**config.mk**
```make
export PLATFORM = sky130hd
export DESIGN_NAME = wb_mem_arbiter
export DESIGN_NICKNAME = d
export VERILOG_FILES = /design/src/rtl/wb_mem_arbiter.sv
export SDC_FILE = /design/constraint.sdc
export NUM_CORES = 1
export LEC_CHECK = 0
export CORE_MARGIN = 10
export CORE_UTILIZATION = 31
export CTS_BUF_LIST = sky130_fd_sc_hd__clkbuf_2
export DETAILED_ROUTE_END_ITERATION = 7
export PLACE_DENSITY = 0.66
export SETUP_SLACK_MARGIN = 0.2
export SLEW_MARGIN = 20
export SYNTH_ARGS = -nofsm -noshare
export SYNTH_HDL_FRONTEND = slang
export SYNTH_SLANG_ARGS = --single-unit
```
**constraint.sdc**
```tcl
create_clock -name clk -period 2.48 [get_ports clk]
set_clock_uncertainty 0.1 [all_clocks]
set_input_delay 0.62 -clock clk [delete_from_list [all_inputs] [get_ports clk]]
set_output_delay 0.62 -clock clk [all_outputs]
set_load 0.01 [all_outputs]
```
**src/rtl/wb_mem_arbiter.sv**
```systemverilog
// -----------------------------------------------------------------------------
// wb_mem_arbiter
//
// Shares one Wishbone classic master port between NUM_M RV32I data-memory
// interfaces. Requests are arbitrated round-robin and served one at a time;
// cores that are not being served see m_ready=0 and stall. A watchdog ends a
// bus cycle that never gets ack/err, so a dead slave cannot hang a core.
//
// Transaction flow (one bus cycle per transaction):
//   IDLE : pick a requester, latch its addr/we/wdata/be into the wb_* outputs
//   BUS  : cyc=stb=1 until ack, err or watchdog expiry
//   DONE : one-cycle m_ready pulse to the granted core, bus_err on err/timeout
//
// Parameters
//   NUM_M    number of requesting cores (2..8)
//   TIMEOUT  max BUS cycles without ack/err before the cycle is aborted
//            (1..65535)
//
// Ports
//   clk, rst_n          clock (rising edge), synchronous active-low reset
//   m_req/m_we          per-core request / write strobe          [NUM_M]
//   m_addr/m_wdata      per-core address / store data, 32 b each  [32*NUM_M]
//   m_be                per-core byte enables, 4 b each           [4*NUM_M]
//   m_ready             per-core completion pulse                 [NUM_M]
//   m_rdata             read data, valid while any m_ready bit is high
//   wb_*_o / wb_*_i     Wishbone classic master port
//   bus_err             one-cycle pulse with m_ready on err or timeout
//   grant_id            index of the current or last granted core (debug)
// -----------------------------------------------------------------------------
module wb_mem_arbiter #(
  parameter int NUM_M   = 2,
  parameter int TIMEOUT = 255,
  localparam int GW     = (NUM_M > 1) ? $clog2(NUM_M) : 1
) (
  input  logic                 clk,
  input  logic                 rst_n,

  input  logic [NUM_M-1:0]     m_req,
  input  logic [NUM_M-1:0]     m_we,
  input  logic [32*NUM_M-1:0]  m_addr,
  input  logic [32*NUM_M-1:0]  m_wdata,
  input  logic [4*NUM_M-1:0]   m_be,
  output logic [NUM_M-1:0]     m_ready,
  output logic [31:0]          m_rdata,

  output logic                 wb_cyc_o,
  output logic                 wb_stb_o,
  output logic                 wb_we_o,
  output logic [31:0]          wb_adr_o,
  output logic [31:0]          wb_dat_o,
  output logic [3:0]           wb_sel_o,
  input  logic [31:0]          wb_dat_i,
  input  logic                 wb_ack_i,
  input  logic                 wb_err_i,

  output logic                 bus_err,
  output logic [GW-1:0]        grant_id
);

  typedef enum logic [1:0] {
    S_IDLE = 2'd0,
    S_BUS  = 2'd1,
    S_DONE = 2'd2
  } state_t;

  localparam logic [15:0] TMO_LAST = 16'(TIMEOUT - 1);
  localparam logic [GW-1:0] RR_INIT = GW'(NUM_M - 1);

  state_t          state;
  state_t          state_nx;

  // Round-robin pointer: the last granted core; search starts just above it.
  logic [GW-1:0]   rr;
  logic [15:0]     tmo_cnt;

  logic            pick_vld;
  logic [GW-1:0]   pick;

  logic [31:0]     sel_addr;
  logic [31:0]     sel_wdata;
  logic [3:0]      sel_be;
  logic            sel_we;

  logic            tmo_hit;
  logic            bus_end;
  logic [NUM_M-1:0] gnt_onehot;

  // ---------------------------------------------------------------------------
  // Round-robin pick. Two candidates are tracked in one pass: the lowest
  // requester strictly above rr, and the lowest requester overall. The first
  // one wins; the second covers the wrap-around case. Scanning downward lets
  // the last hit in the loop be the lowest index.
  // ---------------------------------------------------------------------------
  always_comb begin
    logic          hi_hit;
    logic [GW-1:0] hi_idx;
    logic          lo_hit;
    logic [GW-1:0] lo_idx;

    hi_hit = 1'b0;
    hi_idx = '0;
    lo_hit = 1'b0;
    lo_idx = '0;
    for (int i = NUM_M - 1; i >= 0; i--) begin
      if (m_req[i]) begin
        lo_hit = 1'b1;
        lo_idx = GW'(i);
        if (GW'(i) > rr) begin
          hi_hit = 1'b1;
          hi_idx = GW'(i);
        end
      end
    end
    pick_vld = lo_hit;
    pick     = hi_hit ? hi_idx : lo_idx;
  end

  // Request fields of the picked core.
  always_comb begin
    sel_addr  = '0;
    sel_wdata = '0;
    sel_be    = '0;
    sel_we    = 1'b0;
    for (int i = 0; i < NUM_M; i++) begin
      if (pick == GW'(i)) begin
        sel_addr  = m_addr[32*i +: 32];
        sel_wdata = m_wdata[32*i +: 32];
        sel_be    = m_be[4*i +: 4];
        sel_we    = m_we[i];
      end
    end
  end

  // Completion pulse target.
  always_comb begin
    gnt_onehot = '0;
    for (int i = 0; i < NUM_M; i++) begin
      gnt_onehot[i] = (grant_id == GW'(i));
    end
  end

  assign tmo_hit = (tmo_cnt == TMO_LAST);
  assign bus_end = wb_ack_i || wb_err_i || tmo_hit;

  // ---------------------------------------------------------------------------
  // FSM: state register
  // ---------------------------------------------------------------------------
  always_ff @(posedge clk) begin
    if (!rst_n) begin
      state <= S_IDLE;
    end else begin
      state <= state_nx;
    end
  end

  // FSM: next-state logic. Stray ack/err outside BUS never moves the FSM.
  always_comb begin
    state_nx = state;
    case (state)
      S_IDLE:  if (pick_vld) state_nx = S_BUS;
      S_BUS:   if (bus_end)  state_nx = S_DONE;
      S_DONE:  state_nx = S_IDLE;
      default: state_nx = S_IDLE;
    endcase
  end

  // FSM: outputs decoded from the state register (glitch-free, no ack path).
  always_comb begin
    wb_cyc_o = 1'b0;
    wb_stb_o = 1'b0;
    if (state == S_BUS) begin
      wb_cyc_o = 1'b1;
      wb_stb_o = 1'b1;
    end
  end

  // ---------------------------------------------------------------------------
  // Request capture (IDLE -> BUS) and response capture (BUS -> DONE).
  // m_ready/bus_err/m_rdata are registered on the BUS->DONE edge, so a core
  // sees completion one cycle after the slave's ack.
  // ---------------------------------------------------------------------------
  always_ff @(posedge clk) begin
    if (!rst_n) begin
      rr       <= RR_INIT;
      grant_id <= '0;
      tmo_cnt  <= '0;
      wb_we_o  <= 1'b0;
      wb_adr_o <= '0;
      wb_dat_o <= '0;
      wb_sel_o <= '0;
      m_ready  <= '0;
      m_rdata  <= '0;
      bus_err  <= 1'b0;
    end else begin
      m_ready <= '0;
      bus_err <= 1'b0;
      case (state)
        S_IDLE: begin
          if (pick_vld) begin
            grant_id <= pick;
            rr       <= pick;
            wb_we_o  <= sel_we;
            wb_adr_o <= sel_addr;
            wb_dat_o <= sel_wdata;
            wb_sel_o <= sel_be;
          end
        end
        S_BUS: begin
          tmo_cnt <= tmo_cnt + 16'd1;
          if (bus_end) begin
            m_ready <= gnt_onehot;
            // Ack has priority: a simultaneous err is not reported.
            m_rdata <= wb_ack_i ? wb_dat_i : 32'h0;
            bus_err <= !wb_ack_i;
          end
        end
        S_DONE: begin
          tmo_cnt <= '0;
        end
        default: begin
          tmo_cnt <= '0;
        end
      endcase
    end
  end

endmodule

```
==> flow_summary.yaml <==
timing:
  fin_crit_sh: 0.8906
  finalSetupViolations: 0
  max_freq_ghz: 0.4528
  slew_viol_final: 0
  slew-limit-headroom: 0.6943
  tightest_slew_ns: 0.4551
  period_needed_ns: 2.209
  rsz0062_at_grt: "true"
  setup-tns-final_ns: 0
  hold_viol: 0
worst_setup_path:
  r2r_cells: 5
  cp_common_cell: "nor4_4"
  end_kind: "flop"
  endpoint: "m_rdata[24]"
  cp_slowest_stage_delay_ns: 0.54
  critical_path.slowest_cell: "or4b_4"
  arrival_ns: 2.67
  path_max_fanout: 32
  path_cells: "or4b_4 -> nor4_4 -> nor4_4 -> buf_4 -> a221o_1"
  r2r-end: "m_rdata[24]"
  critPathRequiredTime_ns: 2.94
  reg2reg_slack_ns: 0.27
  start_kind: "flop"
  r2r-start: "tmo_cnt[9]"
  critical_path_class: "flop to flop"
  critPathLaunch: "tmo_cnt[9]"
yosys:
  ys.flop_type: "dfxtp_1"
  synth-xor-area-share: 0.01860
  yosys_warnings: 0
  syn-num-nets: 715
  synth_area_sq_um: 5179
  synth_top_area_frac: 0.4793
  synth_seq_cells: 124
  ys_seq_area_frac: 0.4793
  yosysTopAreaCell: "dfxtp_1"
  synth-edff-count: 0
  synthArstFlopShare: 0
  netlist_top_cells_area: "dfxtp_1, mux2i_1, o21ai_0, a21oi_1, a221o_1"
  synth_compound_area_frac: 0.2133
  synthAdderAreaFrac: 0.004832
  avgSynthCellArea_sq_um: 9.644
  synth_cell_types: 36
  synth_top_family_by_area: "compound AO/OA/AOI/OAI gates"
  synth-simple-area-share: 0.1058
  muxShareOfSynthArea: 0.1334
  netlist_instances: 537
cts:
  clock_latency_ns: 0.67
  cts_inserted_buffers: 17
  path_clk_slew_ns: 0.20
  cts_tree: "yes"
  cts_max_level: 4
  cts_buffer_depth: 2
  cts_sinks: 124
  ctsRootBufferMaster: "clkbuf_2"
layout:
  final_util: 0.5162
  n_fill_cell: 1523
  area_growth_pct: 64.12
  final_nets: 997
  seqCellArea_sq_um: 2517
  final_layout_size_suffix_gt1_frac: 0.1166
  multi_input_area_sq_um: 2492
  layout_common_cells: "clkdlybuf4s50_1, dlygate4sd2_1, dfxtp_1"
  mostFrequentLayoutCell: "clkdlybuf4s50_1"
pwr:
  ir_drop_uv: 314.0
  power_uw: 4856
  p_per_area_nw_per_um2: 571.4
  p_leak_uw: 0.003738
global_routing:
  grt_pass1_wl_um: 29460
  grt_use_met2: 0.2845
  grt_pass1_vias: 5448
  grt_max_degree: 88
  antenna_found_initial: 1
  grtUsageMet1: 0.1740
  overflow: 0
  grt_use_met3: 0.08768
  grt.total_usage: 0.1661
  busiest_layer: "met2"
placement:
  hpwl_um: 14700
  gp_congestion: 0.7929
  port-buffer-count: 282
routing:
  drt_iter0_markers: 251
  drc: 0
  routed_via_density: 4.899
  drtPass1Iterations: 4
  ant_nets: 0
  drt-total-wl_um: 19240
  vias: 5159
  avgRoutedWirePerCell_um: 18.28
floorplan:
  die_area_sq_um: 22280
  rows: 47
  core_sq_um: 16470
  fp.dieW_um: 149.3
  dieHeight_um: 149.3
  pin_count: 283
  start_util: 0.3145
status:
  status: "finished, final reports clean"
flow_run:
  max_cap_violations: 0
worst_hold_path:
  hp-class: "primary input to flop"
[worst min-delay path by stage]
stage | start | end | slack, ns | cells past startpoint
detailed placement | tmo_cnt[15] | tmo_cnt[15] | 0.39 | 2
floorplan | tmo_cnt[15] | tmo_cnt[15] | 0.36 | 2
CTS | rst_n | grant_id | 0.10 | 3
global route | rst_n | grant_id | 0.13 | 3
global placement | tmo_cnt[15] | tmo_cnt[15] | 0.37 | 2
finish | rst_n | grant_id | 0.21 | 3
[metrics by stage]
stage / hold slack [ns] / instances / area (sq um) / setup WS (ns)
global route: 0.1313 / 1053 / 8499 / 0.1792
detailed placement: 0.3866 / 1013 / 8293 / 0.1253
finish: 0.2068 / 1053 / 8499 / 0.2714
floorplan: 0.3583 / 537 / 5179 / 0.5208
CTS: 0.1000 / 1051 / 8492 / 0.1199
global placement: 0.3728 / 1013 / 8293 / 0.1855
[power by group]
group	total, uW	switching [uW]	internal, uW
combinational	1190	557	637
clock	1380	821	558
sequential	2280	97.5	2190
total	4860	1480	3380
[state kept, by name (all words and copies together) (netlist names), 2 cells and up]
name,cells
tmo_cnt,16
wb_adr_o,32
m_ready,2
m_rdata,32
state,2
wb_dat_o,32
wb_sel_o,4
[critical path, delay by kind of cell, from the launching register on]
kind / cells / cell delay, ns
AND/OR/NAND/NOR: 3 / 0.94
flip-flops: 1 / 0.41
AO/OA/AOI/OAI: 1 / 0.39
buffers and inverters: 1 / 0.24
[cells in the mapped netlist (4+ instances only)]
cell and n:
o21ai_0 75, inv_1 4, nor3_1 7, nand3_1 5, mux2i_1 69, a21oi_1 74
nand4_1 4, nand2_1 6, clkbuf_1 36, or3_1 5, and3_1 35, a221o_1 32
xor2_1 4, xnor2_1 7, buf_2 5, nor2_1 17, dfxtp_1 124, buf_1 4
[layer usage]
layer	vias up	routed length (um)
met5	-	0
met4	0	248
met3	15	1953
met2	195	9434
met1	2389	7608
li1	2560	-
[area by class of cell]
| cell class | count | share of cell area |
|---|---|---|
| repair buffers | 312 | 0.3458 |
| well taps | 220 | 0.03239 |
| diodes | 1 | 0.0002944 |
| clock inverters | 15 | 0.02032 |
| multi-input cells | 360 | 0.2932 |
| clock buffers | 17 | 0.01001 |
| inverters | 4 | 0.001767 |
| flip-flops and latches | 124 | 0.2962 |
[kinds of logic after synthesis]
| family | after synthesis |
|---|---|
| buffers and inverters | 53 |
| adder cells (fa/ha/maj) | 2 |
| multiplexers | 69 |
| AO/OA/AOI/OAI | 186 |
| flip-flops | 124 |
| AND/OR/NAND/NOR | 92 |
| XOR/XNOR | 11 |
[timing repair]
item / CTS / global route
hold buffers: 0 / 0
gates resized for setup: 137 / 4
endpoints found under the hold margin: 0 / 0
endpoints found under the setup margin: 107 / 12
buffers inserted: 6 / 1
pin swaps: 0 / 1
No activity file was read; power rests on OpenSTA's default activity.
